### config.mk
export PLATFORM = sky130hd
export DESIGN_NAME = clarvi_part_sequencer
export DESIGN_NICKNAME = d
export VERILOG_FILES = /design/src/rtl/clarvi_part_sequencer_pkg.sv /design/src/rtl/clarvi_part_sequencer_imm_expand.sv /design/src/rtl/clarvi_part_sequencer.sv
export SDC_FILE = /design/constraint.sdc
export NUM_CORES = 1
export LEC_CHECK = 0
export CAP_MARGIN = 20
export CELL_PAD_IN_SITES_DETAIL_PLACEMENT = 0
export CELL_PAD_IN_SITES_GLOBAL_PLACEMENT = 1
export CORE_AREA = 2 2 177 127
export CTS_BUF_LIST = sky130_fd_sc_hd__clkbuf_16
export DETAILED_ROUTE_END_ITERATION = 10
export DIE_AREA = 0 0 179 129
export GPL_TIMING_DRIVEN = 0
export PLACE_DENSITY_LB_ADDON = 0.15
export SLEW_MARGIN = 25
export SYNTH_ARGS = -nofsm -noshare
export SYNTH_HDL_FRONTEND = slang
export SYNTH_SLANG_ARGS = --single-unit
### constraint.sdc
create_clock -name clock -period 5.6 [get_ports clock]
set_clock_uncertainty 0.2 [all_clocks]
set_input_delay 1.68 -clock clock [delete_from_list [all_inputs] [get_ports clock]]
set_output_delay 1.68 -clock clock [all_outputs]
set_load 0.01 [all_outputs]
### src/rtl/clarvi_part_sequencer_pkg.sv
// Shared types and RISC-V opcode constants for the part sequencer and its
// immediate expander.
package clarvi_part_sequencer_pkg;

   typedef enum logic [1:0] {
      ASCEND       = 2'd0,
      DESCEND      = 2'd1,
      DESCEND_HALF = 2'd2,
      ORDER_RSVD   = 2'd3
   } part_order_t;

   typedef enum logic [2:0] {
      FMT_I, FMT_S, FMT_B, FMT_U, FMT_J, FMT_SHAMT, FMT_ZIMM, FMT_NONE
   } imm_fmt_t;

   typedef enum logic {IDLE, ISSUE} seq_state_t;

   localparam logic [6:0] OPC_LOAD      = 7'h03;
   localparam logic [6:0] OPC_OP_IMM    = 7'h13;
   localparam logic [6:0] OPC_AUIPC     = 7'h17;
   localparam logic [6:0] OPC_OP_IMM_32 = 7'h1B;
   localparam logic [6:0] OPC_STORE     = 7'h23;
   localparam logic [6:0] OPC_LUI       = 7'h37;
   localparam logic [6:0] OPC_BRANCH    = 7'h63;
   localparam logic [6:0] OPC_JALR      = 7'h67;
   localparam logic [6:0] OPC_JAL       = 7'h6F;
   localparam logic [6:0] OPC_SYSTEM    = 7'h73;

   localparam logic [2:0] F3_SLL = 3'b001;
   localparam logic [2:0] F3_SR  = 3'b101;

   function automatic imm_fmt_t imm_fmt(input logic [31:0] instr);
      imm_fmt_t   fmt;
      logic [2:0] f3;
      f3  = instr[14:12];
      fmt = FMT_NONE;
      case (instr[6:0])
         OPC_LOAD, OPC_JALR:     fmt = FMT_I;
         OPC_OP_IMM, OPC_OP_IMM_32:
            fmt = (f3 == F3_SLL || f3 == F3_SR) ? FMT_SHAMT : FMT_I;
         OPC_STORE:              fmt = FMT_S;
         OPC_BRANCH:             fmt = FMT_B;
         OPC_LUI, OPC_AUIPC:     fmt = FMT_U;
         OPC_JAL:                fmt = FMT_J;
         // Only the CSR*I forms carry a zimm field.
         OPC_SYSTEM:             fmt = f3[2] ? FMT_ZIMM : FMT_NONE;
         default:                fmt = FMT_NONE;
      endcase
      return fmt;
   endfunction

endpackage

### src/rtl/clarvi_part_sequencer_imm_expand.sv
// Combinational immediate expansion of one instruction to XLEN bits; shift
// amounts are replicated into every SLICE_W part instead of extended.
module clarvi_part_sequencer_imm_expand
   import clarvi_part_sequencer_pkg::*;
#(
   parameter int XLEN    = 64,
   parameter int SLICE_W = 8
) (
   input  logic [31:0]     instr_i,
   output logic            imm_used_o,
   output logic [XLEN-1:0] imm_full_o
);

   localparam int NUM_PARTS = XLEN / SLICE_W;
   localparam int SH_W      = (SLICE_W < 6) ? SLICE_W : 6;

   imm_fmt_t            fmt;
   logic signed [31:0]  imm32;
   logic [SLICE_W-1:0]  sh_slice;

   always_comb begin
      fmt      = imm_fmt(instr_i);
      sh_slice = SLICE_W'(instr_i[20 +: SH_W]);
      imm32    = '0;
      case (fmt)
         FMT_I:    imm32 = {{20{instr_i[31]}}, instr_i[31:20]};
         FMT_S:    imm32 = {{20{instr_i[31]}}, instr_i[31:25], instr_i[11:7]};
         FMT_B:    imm32 = {{19{instr_i[31]}}, instr_i[31], instr_i[7],
                            instr_i[30:25], instr_i[11:8], 1'b0};
         FMT_U:    imm32 = {instr_i[31:12], 12'b0};
         FMT_J:    imm32 = {{11{instr_i[31]}}, instr_i[31], instr_i[19:12],
                            instr_i[20], instr_i[30:21], 1'b0};
         FMT_ZIMM: imm32 = {27'b0, instr_i[19:15]};
         default:  imm32 = '0;
      endcase
      imm_full_o = (fmt == FMT_SHAMT) ? {NUM_PARTS{sh_slice}} : XLEN'(imm32);
      imm_used_o = (fmt != FMT_NONE);
   end

endmodule

### src/rtl/clarvi_part_sequencer.sv
// Issues one captured instruction as XLEN/SLICE_W beats with part index and
// immediate slice. Define CLARVI_SEQ_FLUSH_EN to add the flush input.
module clarvi_part_sequencer
   import clarvi_part_sequencer_pkg::*;
#(
   parameter  int XLEN      = 64,
   parameter  int SLICE_W   = 8,
   localparam int NUM_PARTS = XLEN / SLICE_W,
   localparam int PART_W    = (NUM_PARTS > 1) ? $clog2(NUM_PARTS) : 1
) (
   input  logic               clock,
   input  logic               reset,
`ifdef CLARVI_SEQ_FLUSH_EN
   input  logic               flush,
`endif
   input  logic               in_valid,
   output logic               in_ready,
   input  logic [31:0]        in_instr,
   input  logic [XLEN-1:0]    in_pc,
   input  logic [1:0]         in_order,
   output logic               out_valid,
   input  logic               out_ready,
   output logic [31:0]        out_instr,
   output logic [XLEN-1:0]    out_pc,
   output logic [PART_W-1:0]  out_part,
   output logic [PART_W-1:0]  out_seq,
   output logic               out_first,
   output logic               out_last,
   output logic [SLICE_W-1:0] out_imm,
   output logic               out_imm_used
);

   seq_state_t        state_q, state_d;
   logic [PART_W-1:0] seq_q, seq_d;
   part_order_t       order_q, order_d;
   logic [31:0]       instr_q, instr_d;
   logic [XLEN-1:0]   pc_q, pc_d;
   logic [XLEN-1:0]   imm_q, imm_d;
   logic              used_q, used_d;

   logic              flush_w;
   logic              imm_used_w;
   logic [XLEN-1:0]   imm_full_w;
   logic [PART_W-1:0] mask;
   logic              capture;

`ifdef CLARVI_SEQ_FLUSH_EN
   assign flush_w = flush;
`else
   assign flush_w = 1'b0;
`endif

   clarvi_part_sequencer_imm_expand #(.XLEN(XLEN), .SLICE_W(SLICE_W)) u_imm (
      .instr_i    (in_instr),
      .imm_used_o (imm_used_w),
      .imm_full_o (imm_full_w)
   );

   // XOR with NUM_PARTS-1 reverses the whole word; with parts-per-32-bits
   // minus one it reverses inside each half. Both collapse when XLEN=32.
   always_comb begin
      case (order_q)
         DESCEND:      mask = PART_W'(NUM_PARTS - 1);
         DESCEND_HALF: mask = PART_W'(32 / SLICE_W - 1);
         default:      mask = '0;
      endcase
   end

   assign out_valid    = (state_q == ISSUE);
   assign out_seq      = seq_q;
   assign out_first    = (seq_q == '0);
   assign out_last     = (seq_q == PART_W'(NUM_PARTS - 1));
   assign out_part     = seq_q ^ mask;
   assign out_imm      = imm_q[int'(out_part) * SLICE_W +: SLICE_W];
   assign out_imm_used = used_q;
   assign out_instr    = instr_q;
   assign out_pc       = pc_q;

   assign in_ready = !flush_w && ((state_q == IDLE) || (out_last && out_ready));
   assign capture  = in_valid && in_ready;

   always_comb begin
      state_d = state_q;
      seq_d   = seq_q;
      order_d = order_q;
      instr_d = instr_q;
      pc_d    = pc_q;
      imm_d   = imm_q;
      used_d  = used_q;
      if (flush_w) begin
         state_d = IDLE;
         seq_d   = '0;
      end else if (capture) begin
         state_d = ISSUE;
         seq_d   = '0;
         order_d = part_order_t'(in_order);
         instr_d = in_instr;
         pc_d    = in_pc;
         imm_d   = imm_full_w;
         used_d  = imm_used_w;
      end else if (state_q == ISSUE && out_ready) begin
         if (out_last) begin
            state_d = IDLE;
            seq_d   = '0;
         end else begin
            seq_d = seq_q + PART_W'(1);
         end
      end
   end

   always_ff @(posedge clock or posedge reset) begin
      if (reset) begin
         state_q <= IDLE;
         seq_q   <= '0;
         order_q <= ASCEND;
         instr_q <= '0;
         pc_q    <= '0;
         imm_q   <= '0;
         used_q  <= 1'b0;
      end else begin
         state_q <= state_d;
         seq_q   <= seq_d;
         order_q <= order_d;
         instr_q <= instr_d;
         pc_q    <= pc_d;
         imm_q   <= imm_d;
         used_q  <= used_d;
      end
   end

endmodule

==> summary.txt <==
Outcome
  – Status: completed

Route
  – WL final: 21.2 mm
  – Final antenna-violating net count: 0
  – DR pass1 iterations: 5
  – DRT iter0 DRCs: 383
  – # DRC: 0
  – Vias: 5655
  – WL per Instance: 17.5 um
  – Routed vias/inst: 4.67

Synth
  – Synth Net Count: 786
  – Largest area contributor in the netlist: dfrtp_1
  – Most numerous cell in the Yosys netlist: nand2_1
  – Async set-reset flop share out of synthesis: 1.00
  – Yosys Warn Count: 0
  – Unique masters post-synth: 59
  – Synth area leaders: dfrtp_1, nand2_1, mux4_2
  – Average size of a mapped cell: 9.30 um^2
  – Flops & latches, synth: 141
  – Synth Instances: 680
  – EDFF count, synth: 0
  – Register area share after synthesis: 0.558
  – Post-synth top area share: 0.558
  – Synth Cell Area: 6320 um^2
  – Top_reg_cell synth: dfrtp_1
  – Synth top cells by count: nand2_1, dfrtp_1, clkbuf_1

Die
  – Core Footprint: 21300 um^2
  – DIE AREA: 23100 um^2
  – Horiz. Die Dim: 179 um
  – Starting Density: 0.296
  – Die Ht: 129 um
  – IO Count: 217
  – Num rows: 45

STA
  – Slew headroom: 0.392
  – Max Freq: 188 MHz
  – Hold_ws: 0.272 ns
  – Final period utilization: 0.950
  – Measured slew at the worst slew-check pin: 0.908 ns
  – Max-slew violations: 0
  – Final setup fails: 0
  – Setup TNS: 0 ns
  – RSZ-0062 raised after global routing: false
  – Final worst slack: 0.279 ns
  – Fin crit period: 5.32 ns
  – Final Hold Fails: 0

Clocking
  – # Post-CTS Setup Buffers: 0
  – Worst-path clk slew: 0.06 ns
  – CTS Buf Count: 17
  – Clk sinks: 141
  – Root buf cell: clkbuf_16
  – Post-CTS sizing: 0
  – TritonCTS clock tree: done
  – Worst skew pair latency: 0.42 ns
  – Hold_buf cts: 0
  – Clock Path Buffers: 2
  – H-tree levels: 4

Power and ir drop
  – Leakage: 4.52 nW
  – Pwr/cell area: 507 nW/um^2
  – Tot Pwr: 4.84 mW
  – VDD IR max: 191 uV

Placed design
  – Worst Setup Slack post-DPL: 0.669 ns
  – Buffers added on ports: 215
  – Placed Instance Area: 8960 um^2
  – Global placer's final weighted congestion: 0.807
  – Placed wire-length estimate: 15.7 mm
  – Placed Cells: 1182

Global routing
  – Global-route wire length before repair: 32.7 mm
  – Vias in the first global route: 5656
  – Gr usage total: 0.189
  – GRT overflow: 0
  – Pin count of the biggest net entering global routing: 30
  – Initial antenna violation count: 0

Min path
  – Hold WC Path Type: flip-flop to flip-flop

Cells and area
  – Finished Layout Cells: 1212
  – Post-route cell area: 9560 um^2
  – Synth-to-layout area growth: 51.1%
  – N_diodes: 0
  – Final core utilization: 0.448
  – Nets: 1025
  – Share of cells above drive strength 1: 0.0796

Run
  – Max cap viols: 0

Setup path
  – Critical Path Source Type: flip-flop
  – Critical path arrival: 3.44 ns
  – Kind of critical path: flip-flop to output pin
  – Setup crit end kind: output pin
  – Critical-path maximum fanout: 10
  – Required @ worst endpoint: 3.72 ns
[final timing paths]
kind                            start             to  slack [ns]  cells past startpoint
setup / recovery           order_q[0]     out_imm[6]        0.28                      6
hold / removal             out_pc[60]     out_pc[60]        0.27                      2
setup reg to reg           out_seq[1]  out_instr[22]        2.50                      9
hold reg to reg            out_pc[60]     out_pc[60]        0.27                      2
max in group asynchronous       reset     out_pc[43]        2.74                      5
min in group asynchronous       reset      out_pc[5]        1.51                      2
[worst max-delay path, cell delays in order (launching register included)]
cell and delay [ns]:
dfrtp_1 0.38, ha_1 0.34, xnor2_1 0.34, clkbuf_1 0.57
mux4_2 0.59, mux2_2 0.27, clkdlybuf4s50_1 0.52
[flip-flops by register name (all words and copies together) (netlist names)]
register / flops
out_pc: 64
imm_q: 38
out_instr: 32
out_seq: 3
order_q: 2
out_imm_used: 1
out_valid: 1
[placed cells by master, fill, tap and decap left out, drive strengths merged, types with 6 or more instances in the layout]
master	instances
nand4	10
nand3	17
mux4	7
nor2	7
clkbuf	47
o21ai	10
clkdlybuf4s50	215
a32oi	6
nand2	330
inv	6
a21oi	15
buf	15
dfrtp	141
mux2	8
[area by class of cell]
| type | instances | area (um^2) |
|---|---|---|
| tap | 282 | 353 |
| sequential | 141 | 3530 |
| clock buffer | 17 | 425 |
| timing repair buffer | 220 | 2270 |
| fill | 2106 | 11800 |
| buffer | 40 | 186 |
| clock inverter | 13 | 176 |
| inverter | 6 | 26.3 |
| multi-input combinational | 493 | 2590 |
[metal layers]
| layer | vias to the layer above | global-route usage | wire length [um] |
|---|---|---|---|
| met3 | 11 | 0.0626 | 1600 |
| met4 | 0 | 0.0473 | 151 |
| met5 | - | 0 | 0 |
| met2 | 168 | 0.265 | 8980 |
| met1 | 2746 | 0.278 | 10400 |
| li1 | 2730 | - | - |
[report_power, final]
part	total [mW]	switching (mW)	leakage [nW]	internal, mW
sequential	1.64	0.222	1.81	1.42
clock	1.18	0.448	0.285	0.736
combinational	2.02	0.926	2.43	1.09
[cell families (layout without fill, tap and decap cells)]
| family | after synthesis | after routing | share of synthesized area |
|---|---|---|---|
| xor+xnor | 3 | 3 | 0.00416 |
| simple gates | 401 | 401 | 0.273 |
| buf+inv | 46 | 296 | 0.0330 |
| fa+ha+maj | 4 | 4 | 0.00791 |
| flops | 141 | 141 | 0.558 |
| compound gates | 67 | 67 | 0.0805 |
| mux | 18 | 18 | 0.0439 |
Power figures use the tool's default switching activity.
